--- src/rtl/skullfet_pkg.sv ---
// skullfet_pkg: shared types and helpers for the SkullFET cell test sequencer.
//   state_t    - sequencer FSM states
//   cell_drv_t - drive bits for the inverter / NAND cell inputs
//   cell_out_t - observed or expected cell outputs
//   vec_drive  - drive pattern for vector index k
//   vec_expect - expected logic outputs for vector index k
package skullfet_pkg;

  typedef enum logic [2:0] {
    IDLE,
    APPLY,
    SETTLE,
    SAMPLE,
    DONE
  } state_t;

  localparam int NUM_VEC    = 4;
  localparam int MIN_SETTLE = 3;

  typedef struct packed {
    logic inv_a;
    logic nand_a;
    logic nand_b;
  } cell_drv_t;

  typedef struct packed {
    logic inv_y;
    logic nand_y;
  } cell_out_t;

  // Vector k: the inverter and NAND B share k[0], NAND A takes k[1], so the
  // four vectors cover both inverter inputs and the full NAND truth table.
  function automatic cell_drv_t vec_drive(input logic [1:0] k);
    cell_drv_t d;
    d.inv_a  = k[0];
    d.nand_a = k[1];
    d.nand_b = k[0];
    return d;
  endfunction

  function automatic cell_out_t vec_expect(input logic [1:0] k);
    cell_out_t o;
    o.inv_y  = ~k[0];
    o.nand_y = ~(k[1] & k[0]);
    return o;
  endfunction

endpackage

--- src/rtl/skullfet_test_seq_if.sv ---
// skullfet_test_seq_if: host control/status bits plus the cell drive and
// cell output nets of the SkullFET test sequencer.
//   slave  - the sequencer: takes start/stop/loop_en and cell outputs,
//            drives the cell inputs and all status.
//   master - host / cell side: the reverse direction.
interface skullfet_test_seq_if #(
  parameter int CNT_W = 16
);

  logic             start;
  logic             stop;
  logic             loop_en;
  logic             inv_a;
  logic             nand_a;
  logic             nand_b;
  logic             inv_y;
  logic             nand_y;
  logic             busy;
  logic             done;
  logic             pass;
  logic             fail;
  logic [1:0]       vec_idx;
  logic [1:0]       fail_vec;
  logic [CNT_W-1:0] err_count;
  logic [CNT_W-1:0] run_count;

  modport slave (
    input  start, stop, loop_en, inv_y, nand_y,
    output inv_a, nand_a, nand_b, busy, done, pass, fail,
           vec_idx, fail_vec, err_count, run_count
  );

  modport master (
    output start, stop, loop_en, inv_y, nand_y,
    input  inv_a, nand_a, nand_b, busy, done, pass, fail,
           vec_idx, fail_vec, err_count, run_count
  );

endinterface

--- src/rtl/skullfet_sync2.sv ---
// skullfet_sync2: two-flop synchronizer for one asynchronous cell output.
//   clk   - sampling clock
//   rst_n - asynchronous active-low reset, both flops clear to 0
//   d     - asynchronous input
//   q     - synchronized output, two edges behind d
module skullfet_sync2 (
  input  logic clk,
  input  logic rst_n,
  input  logic d,
  output logic q
);

  logic meta_q;
  logic sync_q;

  always_ff @(posedge clk or negedge rst_n) begin
    if (!rst_n) begin
      meta_q <= 1'b0;
      sync_q <= 1'b0;
    end else begin
      meta_q <= d;
      sync_q <= meta_q;
    end
  end

  assign q = sync_q;

endmodule

--- src/rtl/skullfet_test_seq.sv ---
// skullfet_test_seq: walks the four SkullFET input vectors, holds each for
// SETTLE_CYCLES, samples the synchronized cell outputs and tallies errors.
//   clk   - single clock
//   rst_n - asynchronous active-low reset
//   bus   - control (start/stop/loop_en), cell drives (inv_a/nand_a/nand_b),
//           cell outputs (inv_y/nand_y), status (busy/done/pass/fail,
//           vec_idx/fail_vec, err_count/run_count)
module skullfet_test_seq
  import skullfet_pkg::*;
#(
  parameter int SETTLE_CYCLES = 4,
  parameter int CNT_W         = 16
) (
  input logic               clk,
  input logic               rst_n,
  skullfet_test_seq_if.slave bus
);

  if (SETTLE_CYCLES < MIN_SETTLE || SETTLE_CYCLES > 255) begin : g_bad_settle
    $error("skullfet_test_seq: SETTLE_CYCLES must be in 3..255");
  end

  localparam logic [7:0]       SETTLE_LD = 8'(SETTLE_CYCLES);
  localparam logic [1:0]       LAST_VEC  = 2'(NUM_VEC - 1);
  localparam logic [CNT_W-1:0] CNT_ONE   = CNT_W'(1);

  state_t           state_q, state_d;
  logic [7:0]       cnt_q, cnt_d;
  logic [1:0]       vec_idx_q, vec_idx_d;
  logic [1:0]       fail_vec_q, fail_vec_d;
  logic             start_q, start_d;
  logic             fail_q, fail_d;
  logic             busy_q, busy_d;
  logic             done_q, done_d;
  cell_drv_t        drv_q, drv_d;
  logic [CNT_W-1:0] err_count_q, err_count_d;
  logic [CNT_W-1:0] run_count_q, run_count_d;

  logic      inv_y_s;
  logic      nand_y_s;
  cell_out_t obs;
  cell_out_t exp_out;
  logic      mismatch;

  skullfet_sync2 u_sync_inv  (.clk(clk), .rst_n(rst_n), .d(bus.inv_y),  .q(inv_y_s));
  skullfet_sync2 u_sync_nand (.clk(clk), .rst_n(rst_n), .d(bus.nand_y), .q(nand_y_s));

  always_comb begin
    state_d     = state_q;
    cnt_d       = cnt_q;
    vec_idx_d   = vec_idx_q;
    fail_vec_d  = fail_vec_q;
    fail_d      = fail_q;
    err_count_d = err_count_q;
    run_count_d = run_count_q;
    drv_d       = drv_q;
    // The host start level is registered once; a same-cycle stop vetoes it
    // so a start+stop pair can never launch a run one edge later.
    start_d     = bus.start & ~bus.stop;

    obs.inv_y  = inv_y_s;
    obs.nand_y = nand_y_s;
    exp_out    = vec_expect(vec_idx_q);
    mismatch   = (obs != exp_out);

    case (state_q)
      IDLE, DONE: begin
        if (bus.stop) begin
          state_d = IDLE;
          drv_d   = '0;
        end else if (start_q) begin
          state_d     = APPLY;
          vec_idx_d   = '0;
          fail_vec_d  = '0;
          fail_d      = 1'b0;
          err_count_d = '0;
          run_count_d = '0;
          drv_d       = vec_drive(2'd0);
        end
      end
      APPLY: begin
        if (bus.stop) begin
          state_d = IDLE;
          drv_d   = '0;
        end else begin
          state_d = SETTLE;
          cnt_d   = SETTLE_LD;
        end
      end
      SETTLE: begin
        if (bus.stop) begin
          state_d = IDLE;
          drv_d   = '0;
        end else if (cnt_q == 8'd1) begin
          state_d = SAMPLE;
        end else begin
          cnt_d = cnt_q - 8'd1;
        end
      end
      SAMPLE: begin
        if (bus.stop) begin
          state_d = IDLE;
          drv_d   = '0;
        end else begin
          if (mismatch) begin
            fail_d     = 1'b1;
            fail_vec_d = vec_idx_q;
            if (err_count_q != {CNT_W{1'b1}}) begin
              err_count_d = err_count_q + CNT_ONE;
            end
          end
          if (vec_idx_q != LAST_VEC) begin
            vec_idx_d = vec_idx_q + 2'd1;
            drv_d     = vec_drive(vec_idx_q + 2'd1);
            state_d   = APPLY;
          end else begin
            run_count_d = run_count_q + CNT_ONE;
            if (bus.loop_en) begin
              vec_idx_d = '0;
              drv_d     = vec_drive(2'd0);
              state_d   = APPLY;
            end else begin
              state_d = DONE;
            end
          end
        end
      end
      default: begin
        state_d = IDLE;
        drv_d   = '0;
      end
    endcase

    // Status flags are decoded from the next state so they line up with
    // state_q and can never overlap.
    busy_d = (state_d == APPLY) || (state_d == SETTLE) || (state_d == SAMPLE);
    done_d = (state_d == DONE);
  end

  always_ff @(posedge clk or negedge rst_n) begin
    if (!rst_n) begin
      state_q     <= IDLE;
      cnt_q       <= '0;
      vec_idx_q   <= '0;
      fail_vec_q  <= '0;
      start_q     <= 1'b0;
      fail_q      <= 1'b0;
      busy_q      <= 1'b0;
      done_q      <= 1'b0;
      drv_q       <= '0;
      err_count_q <= '0;
      run_count_q <= '0;
    end else begin
      state_q     <= state_d;
      cnt_q       <= cnt_d;
      vec_idx_q   <= vec_idx_d;
      fail_vec_q  <= fail_vec_d;
      start_q     <= start_d;
      fail_q      <= fail_d;
      busy_q      <= busy_d;
      done_q      <= done_d;
      drv_q       <= drv_d;
      err_count_q <= err_count_d;
      run_count_q <= run_count_d;
    end
  end

  assign bus.inv_a     = drv_q.inv_a;
  assign bus.nand_a    = drv_q.nand_a;
  assign bus.nand_b    = drv_q.nand_b;
  assign bus.busy      = busy_q;
  assign bus.done      = done_q;
  assign bus.fail      = fail_q;
  assign bus.pass      = done_q & ~fail_q;
  assign bus.vec_idx   = vec_idx_q;
  assign bus.fail_vec  = fail_vec_q;
  assign bus.err_count = err_count_q;
  assign bus.run_count = run_count_q;

endmodule

--- src/flat_wrapper.sv ---
// flat-port wrapper written by rule: the top's interface ports become plain ports
module skullfet_test_seq_flat import skullfet_pkg::*;
#(
  parameter int SETTLE_CYCLES = 4,
  parameter int CNT_W         = 16
)
  (clk, rst_n, bus_start, bus_stop, bus_loop_en, bus_inv_y, bus_nand_y, bus_inv_a, bus_nand_a, bus_nand_b, bus_busy, bus_done, bus_pass, bus_fail, bus_vec_idx, bus_fail_vec, bus_err_count, bus_run_count);
  skullfet_test_seq_if #(.CNT_W(CNT_W)) bus_i ();
  input logic clk;
  input logic rst_n;
  input wire logic [$bits(bus_i.start)-1:0] bus_start;
  input wire logic [$bits(bus_i.stop)-1:0] bus_stop;
  input wire logic [$bits(bus_i.loop_en)-1:0] bus_loop_en;
  input wire logic [$bits(bus_i.inv_y)-1:0] bus_inv_y;
  input wire logic [$bits(bus_i.nand_y)-1:0] bus_nand_y;
  output wire logic [$bits(bus_i.inv_a)-1:0] bus_inv_a;
  output wire logic [$bits(bus_i.nand_a)-1:0] bus_nand_a;
  output wire logic [$bits(bus_i.nand_b)-1:0] bus_nand_b;
  output wire logic [$bits(bus_i.busy)-1:0] bus_busy;
  output wire logic [$bits(bus_i.done)-1:0] bus_done;
  output wire logic [$bits(bus_i.pass)-1:0] bus_pass;
  output wire logic [$bits(bus_i.fail)-1:0] bus_fail;
  output wire logic [$bits(bus_i.vec_idx)-1:0] bus_vec_idx;
  output wire logic [$bits(bus_i.fail_vec)-1:0] bus_fail_vec;
  output wire logic [$bits(bus_i.err_count)-1:0] bus_err_count;
  output wire logic [$bits(bus_i.run_count)-1:0] bus_run_count;
  assign bus_i.start = bus_start;
  assign bus_i.stop = bus_stop;
  assign bus_i.loop_en = bus_loop_en;
  assign bus_i.inv_y = bus_inv_y;
  assign bus_i.nand_y = bus_nand_y;
  assign bus_inv_a = bus_i.inv_a;
  assign bus_nand_a = bus_i.nand_a;
  assign bus_nand_b = bus_i.nand_b;
  assign bus_busy = bus_i.busy;
  assign bus_done = bus_i.done;
  assign bus_pass = bus_i.pass;
  assign bus_fail = bus_i.fail;
  assign bus_vec_idx = bus_i.vec_idx;
  assign bus_fail_vec = bus_i.fail_vec;
  assign bus_err_count = bus_i.err_count;
  assign bus_run_count = bus_i.run_count;
  skullfet_test_seq #(.SETTLE_CYCLES(SETTLE_CYCLES), .CNT_W(CNT_W)) u_core (.clk(clk), .rst_n(rst_n), .bus(bus_i));
endmodule
--- config.mk ---
export PLATFORM = sky130hd
export DESIGN_NAME = skullfet_test_seq_flat
export DESIGN_NICKNAME = d
export VERILOG_FILES = /design/src/rtl/skullfet_pkg.sv /design/src/rtl/skullfet_test_seq_if.sv /design/src/rtl/skullfet_sync2.sv /design/src/rtl/skullfet_test_seq.sv /design/src/flat_wrapper.sv
export SDC_FILE = /design/constraint.sdc
export NUM_CORES = 1
export LEC_CHECK = 0
export BUFFER_PORTS_ARGS = -buffer_cell sky130_fd_sc_hd__buf_4
export CORE_MARGIN = 2
export CORE_UTILIZATION = 50
export CTS_CLUSTER_SIZE = 30
export DETAILED_ROUTE_END_ITERATION = 16
export PLACE_DENSITY_LB_ADDON = 0.08
export RECOVER_POWER = 100
export SLEW_MARGIN = 20
export SYNTH_ARGS = -nofsm -noshare
export SYNTH_HDL_FRONTEND = slang
export SYNTH_SLANG_ARGS = --single-unit
--- constraint.sdc ---
create_clock -name clk -period 2.5 [get_ports clk]
set_input_delay 0.25 -clock clk [delete_from_list [all_inputs] [get_ports clk]]
set_output_delay 0.25 -clock clk [all_outputs]
set_load 0.01 [all_outputs]
==> impl_metrics.json, run 1 <==
{
  "power_density_nw_per_um2": 559.6,
  "async_flop_share_pct": 100.0,
  "ir_worst_vdd_mv": 0.3141,
  "drc": 0,
  "synth.distinct_cells": 51,
  "clock_sinks": 57,
  "crit_path_end_kind": "flop",
  "worstSkewPairLatency_ps": 330,
  "placed_cells": 427,
  "antenna_left": 0,
  "synth_ff_type": "dfrtp_1",
  "viasPerCell": 5.753,
  "firstDrtPassIters": 4,
  "drv_slew": 0,
  "grt_pass1_vias": 2366,
  "yosys_register_bits": 57,
  "path_delay_family": "simple AND/OR/NAND/NOR gates",
  "worst_pin_slew_ps": 1412,
  "wl_per_cell_um": 15.04,
  "synth_edf_count": 0,
  "die_w_um": 82.97,
  "final_util_pct": 59.19,
  "htree_levels": 3,
  "critPathSlowestCell": "nor4b_1",
  "fin_ws_ps": 242.0,
  "power_leakage_uw": 0.001589,
  "dp_hpwl_um": 4679,
  "max_slew_margin_pct": 5.834,
  "num_rows": 28,
  "cts_tree": "done",
  "cts.clk_slew.worst_paths_ps": 70,
  "maxCapViolCount": 0,
  "grt_pass1_wl_um": 11470,
  "final-setup-viol-count": 0,
  "nNetsFinal": 377,
  "initial_core_util_pct": 52.05,
  "drt_iter0_drc": 236,
  "period_share_pct": 90.32,
  "synth_cells": 313,
  "holdCritPathClass": "input pin to flop",
  "drive_above_1_share_pct": 9.459,
  "ios": 50,
  "vias": 2560,
  "power.total_uw": 1984,
  "grt_usage_pct": 20.42,
  "grt_max_degree": 58,
  "antenna_cells": 0,
  "overflow": 0,
  "ys_warn_count": 0,
  "ys_seq_area_share_pct": 45.75,
  "cts_setup_buffers": 0,
  "critPathKind": "flop to flop",
  "synth_area_leaders": "dfrtp_1 46%, mux2i_1 6.7%, nand2_1 5.3%",
  "timing.fmax_mhz": 442.9,
  "preCtsSetupSlack_ps": 375.8,
  "fin_skew_ps": 5.608,
  "outcome": "completed",
  "cp.required_ps": 2720,
  "routed_wl_um": 6694,
  "die_h_um": 82.97,
  "slowest_delay_ps": 730,
  "cp.arrival_ps": 2480,
  "synth_nets": 325,
  "finalHoldViolCount": 0,
  "antenna_found_initial": 0,
  "synth_area_leader_cell": "dfrtp_1",
  "tns_ps": 0,
  "io_buffers": 49,
  "cts_buffer_depth": 2,
  "grt_setup_unrepaired": "false",
  "finalCriticalPeriod_ps": 2258,
  "postSynthAreaPerCell_um2": 9.962,
  "crit_chain": "nor4b_1 -> nand3_1 -> or4_1 -> mux2i_1",
  "yosys.area.top_type_share_pct": 45.75,
  "instances_no_fill": 445,
  "syn_to_final_growth_pct": 13.72,
  "crit_buf_inv": 0,
  "gp_congestion": 0.8570,
  "design.core.area_um2": 5991,
  "die-area_um2": 6884,
  "cts_made_buffers": 9,
  "synth_area_um2": 3118,
  "cp-start-kind": "flop",
  "clockRootBuffer": "clkbuf_8",
  "critPathMaxFanout": 14
}
power by group:
part / switching [uW] / internal [uW] / total (uW)
registers: 54.7 / 972 / 1030
clock network: 376 / 352 / 727
logic: 133 / 96.6 / 230
total: 564 / 1420 / 1980
cell usage after synthesis, types with 7 or more instances:
library cell   n
clkbuf_1       9
dfrtp_1       57
o21ai_0        8
nand3_1       10
a21oi_1        9
nor4_1         9
or4_1          7
nand4_1       11
nor2_1        12
mux2i_1       21
o211ai_1       7
nand2_1       44
nand2b_1      24
layout by cell type, fill, tap and decap left out, drive strengths merged, types with 3 or more instances in the layout:
cell,count
clkbuf,58
dfrtp,57
nand2,44
nand2b,24
mux2i,21
nor2,12
nand4,11
nand3,10
a21oi,9
nor4,9
o21ai,8
or4,7
o211ai,7
xnor2,6
a211oi,6
and4,6
or3,6
buf,6
ha,5
nor2b,4
a21o,4
clkinv,4
nand3b,3
inv,3
nor3,3
a31o,3
o31ai,3
area by class of cell:
cell class                 count  area [um^2]
tap                           75        93.84
fill                         566         2445
inverter                       3        11.26
clock buffer                  10        127.6
sequential                    57         1426
clock inverter                 6        35.03
multi-input combinational    238         1598
timing repair buffer          56        254.0
flip-flops by register name, indices dropped and copies added (netlist names):
signal and cells:
u_core.state_q 3, u_core.cnt_q 8, u_core.u_sync_nand.q 1, u_core.bus.nand_a 1, u_core.bus.vec_idx 2, u_core.bus.fail_vec 2
u_core.u_sync_nand.meta_q 1, u_core.bus.run_count 16, u_core.bus.done 1, u_core.u_sync_inv.q 1, u_core.bus.fail 1, u_core.u_sync_inv.meta_q 1
u_core.bus.err_count 16, u_core.start_q 1, u_core.bus.busy 1, u_core.bus.inv_a 1
cell families (layout without fill, tap and decap cells):
| family | count (synthesis) | in the layout | synth area share, % |
|---|---|---|---|
| buf+inv | 18 | 75 | 2.648 |
| mux | 23 | 23 | 7.464 |
| simple gates | 152 | 152 | 28.05 |
| xor+xnor | 7 | 7 | 1.966 |
| flops | 57 | 57 | 45.75 |
| compound gates | 51 | 51 | 12.12 |
| fa+ha+maj | 5 | 5 | 2.006 |
path summary, 6_finish.rpt:
path                       slack, ps  depth (start not counted)                       from                       end
min in group asynchronous        780                          2                      rst_n           u_core.cnt_q[5]
setup reg to reg                 240                          4          u_core.state_q[1]           u_core.cnt_q[7]
setup / recovery                 240                          4          u_core.state_q[1]           u_core.cnt_q[7]
hold / removal                    40                          1                  bus_inv_y  u_core.u_sync_inv.meta_q
hold reg to reg                  350                          0  u_core.u_sync_nand.meta_q      u_core.u_sync_nand.q
max in group asynchronous        870                          2                      rst_n  u_core.bus.err_count[15]
repair_timing:
action / 4_1_cts / 5_1_grt
endpoints found under the hold margin: 35 / 1
hold buffers: 1 / 1
gates resized for setup: 0 / 0
setup endpoints to repair: 0 / 0
per-stage QoR:
stage	cell area (um^2)	hold slack [ps]
finish	3546	44.61
global route	3546	26.63
CTS	3719	1.926
detailed placement	3546	337.9
global placement	3546	332.2
floorplan	3118	-45.59
routing by layer:
layer  up-vias  wire length [um]  GRT usage, %
met3         7               290         4.473
met5         -                 0             0
met4         0                95         7.303
met1      1233              3276         29.05
li1       1262                 -             -
met2        58              3032         30.79
Power figures use the tool's default switching activity.
==> inputs of run 2 (changes only) <==
Settings changed: PLACE_DENSITY set to 0.71, PLACE_DENSITY_LB_ADDON 0.08 to unset.
==> run 2 against run 1 <==
Compared with the run above: core utilization increased by 0.75 points; combinational power about the same; die area unchanged; sequential power about the same; count of clock-buffer cells in the layout increased by 2; global-route usage increased by 0.49 points; critical path type unchanged; critical endpoint is now u_core.bus.err_count[14]; largest cell class unchanged; highest routed layer unchanged.
==> impl_metrics.json, run 2 (synthesized netlist as in run 1, its figures left out) <==
{
  "finalCriticalPeriod_ps": 2187,
  "finalHoldViolCount": 0,
  "fillCellCount": 544,
  "worst_pin_slew_ps": 1406,
  "worstSkewPairLatency_ps": 340,
  "num_rows": 28,
  "die_w_um": 82.97,
  "multi_input_area_um2": 1609,
  "critPathMaxFanout": 15,
  "antenna_cells": 0,
  "cts.clk_slew.worst_paths_ps": 60,
  "die_h_um": 82.97,
  "ios": 50,
  "initial_core_util_pct": 52.05,
  "crit_path_end_kind": "flop",
  "power.total_uw": 2196,
  "path_delay_family": "simple AND/OR/NAND/NOR gates",
  "final_cell_mix": "57 x dfrtp_1, 48 x clkbuf_1, 44 x nand2_1",
  "cp.required_ps": 2760,
  "routed_wl_um": 6699,
  "period_share_pct": 87.46,
  "crit_start": "u_core.state_q[0]",
  "path_depth": 6,
  "reg2reg_slack_ps": 310,
  "syn_to_final_growth_pct": 15.17,
  "grt_pass1_wl_um": 11850,
  "outcome": "completed",
  "power_density_nw_per_um2": 611.6,
  "design.core.area_um2": 5991,
  "worst_path_most_repeated_cell": "clkbuf_1",
  "setup.worst_path.end": "u_core.bus.err_count[14]",
  "slowest_delay_ps": 560,
  "seqCellArea_um2": 1426,
  "gp_congestion": 0.8244,
  "critPathKind": "flop to flop",
  "timing.fmax_mhz": 457.3,
  "cp.arrival_ps": 2440,
  "cp-start-kind": "flop",
  "vias": 2565,
  "cts_buffer_depth": 2,
  "dp_hpwl_um": 4652,
  "grt_pass1_vias": 2399,
  "power_leakage_uw": 0.001607,
  "design_area_um2": 3591,
  "dpl_cell_area_um2": 3546,
  "drive_above_1_share_pct": 9.239,
  "ff2ff_path_depth": 6,
  "nNetsFinal": 376,
  "rr_startpoint": "u_core.state_q[0]",
  "cts_made_buffers": 9,
  "cts_tree": "done",
  "max_slew_margin_pct": 6.279,
  "crit_buf_inv": 2,
  "holdCritPathClass": "input pin to flop",
  "r2r_end": "u_core.bus.err_count[14]",
  "htree_levels": 3,
  "maxCapViolCount": 0,
  "firstDrtPassIters": 4,
  "die-area_um2": 6884,
  "io_buffers": 49,
  "final_common_cell": "dfrtp_1",
  "final_util_pct": 59.94,
  "grt_setup_unrepaired": "false",
  "tns_ps": 0,
  "wl_per_cell_um": 15.12,
  "crit_chain": "nand3b_1 -> clkbuf_1 -> nor3_1 -> clkbuf_1 -> or4_1 -> a21oi_1",
  "viasPerCell": 5.790,
  "clockRootBuffer": "clkbuf_8",
  "clock_sinks": 57,
  "antenna_found_initial": 0,
  "ir_worst_vdd_mv": 0.4159,
  "drc": 0,
  "fin_skew_ps": 8.950,
  "overflow": 0,
  "antenna_left": 0,
  "grt_usage_pct": 20.91,
  "final-setup-viol-count": 0,
  "drv_slew": 0,
  "cts-resized-gates": 0,
  "drt_iter0_drc": 173,
  "critPathSlowestCell": "dfrtp_1",
  "grt_max_degree": 58
}
[run 2: changes by cell type in the layout (fill, tap and decap cells not counted), sizes merged]
| cell | previous run | this run |
|---|---|---|
| clkbuf | 58 | 61 |
| clkinv | 4 | 1 |
| bufinv | 0 | 2 |
| clkinvlp | 2 | 0 |
| buf | 6 | 5 |
| dlygate4sd3 | 2 | 1 |
[run 2: area by class of cell]
type	instances	area share (%)
inverter	3	0.3136
sequential	57	39.72
timing repair buffer	55	6.690
clock inverter	3	1.812
clock buffer	12	4.042
tap	75	2.613
multi-input combinational	238	44.81
[run 2: routing by layer]
metal	up-vias	global-route usage (%)	wire length, um
met4	0	5.812	69
met2	51	30.65	3000
met5	-	0	0
met1	1250	30.23	3315
li1	1256	-	-
met3	8	6.163	314
[run 2: worst min-delay path by stage]
stage,from,end,cells after the start
3_3_place_gp,u_core.u_sync_nand.meta_q,u_core.u_sync_nand.q,0
5_1_grt,bus_inv_y,u_core.u_sync_inv.meta_q,1
6_report,bus_inv_y,u_core.u_sync_inv.meta_q,1
3_5_place_dp,u_core.u_sync_inv.meta_q,u_core.u_sync_inv.q,0
4_1_cts,bus_inv_y,u_core.u_sync_inv.meta_q,1
2_1_floorplan,rst_n,u_core.bus.busy,0
[run 2: metrics by stage]
| step | setup WS [ps] | hold WS (ps) | cells |
|---|---|---|---|
| detailed placement | 399.4 | 340.3 | 427 |
| CTS | 387.2 | 10.69 | 443 |
| global route | 140.6 | 27.60 | 443 |
| floorplan | 647.0 | -45.59 | 313 |
| global placement | 439.4 | 335.3 | 427 |
| finish | 313.4 | 41.18 | 443 |
[run 2: power by group]
group	switching [uW]	internal (uW)	total (uW)
sequential	55.1	972	1030
combinational	134	95.9	230
clock	357	582	939
total	546	1650	2200
[run 2: worst register-to-register path, cell delays in order (launching register included)]
cell      delay [ps]
dfrtp_1          560
nand3b_1         250
clkbuf_1         300
nor3_1           160
clkbuf_1         170
or4_1            500
a21oi_1          170
[run 2: timing repair]
action                    in CTS  in global routing
hold endpoints to repair      19                  0
hold buffers                   1                  0
buffers inserted               0                  0
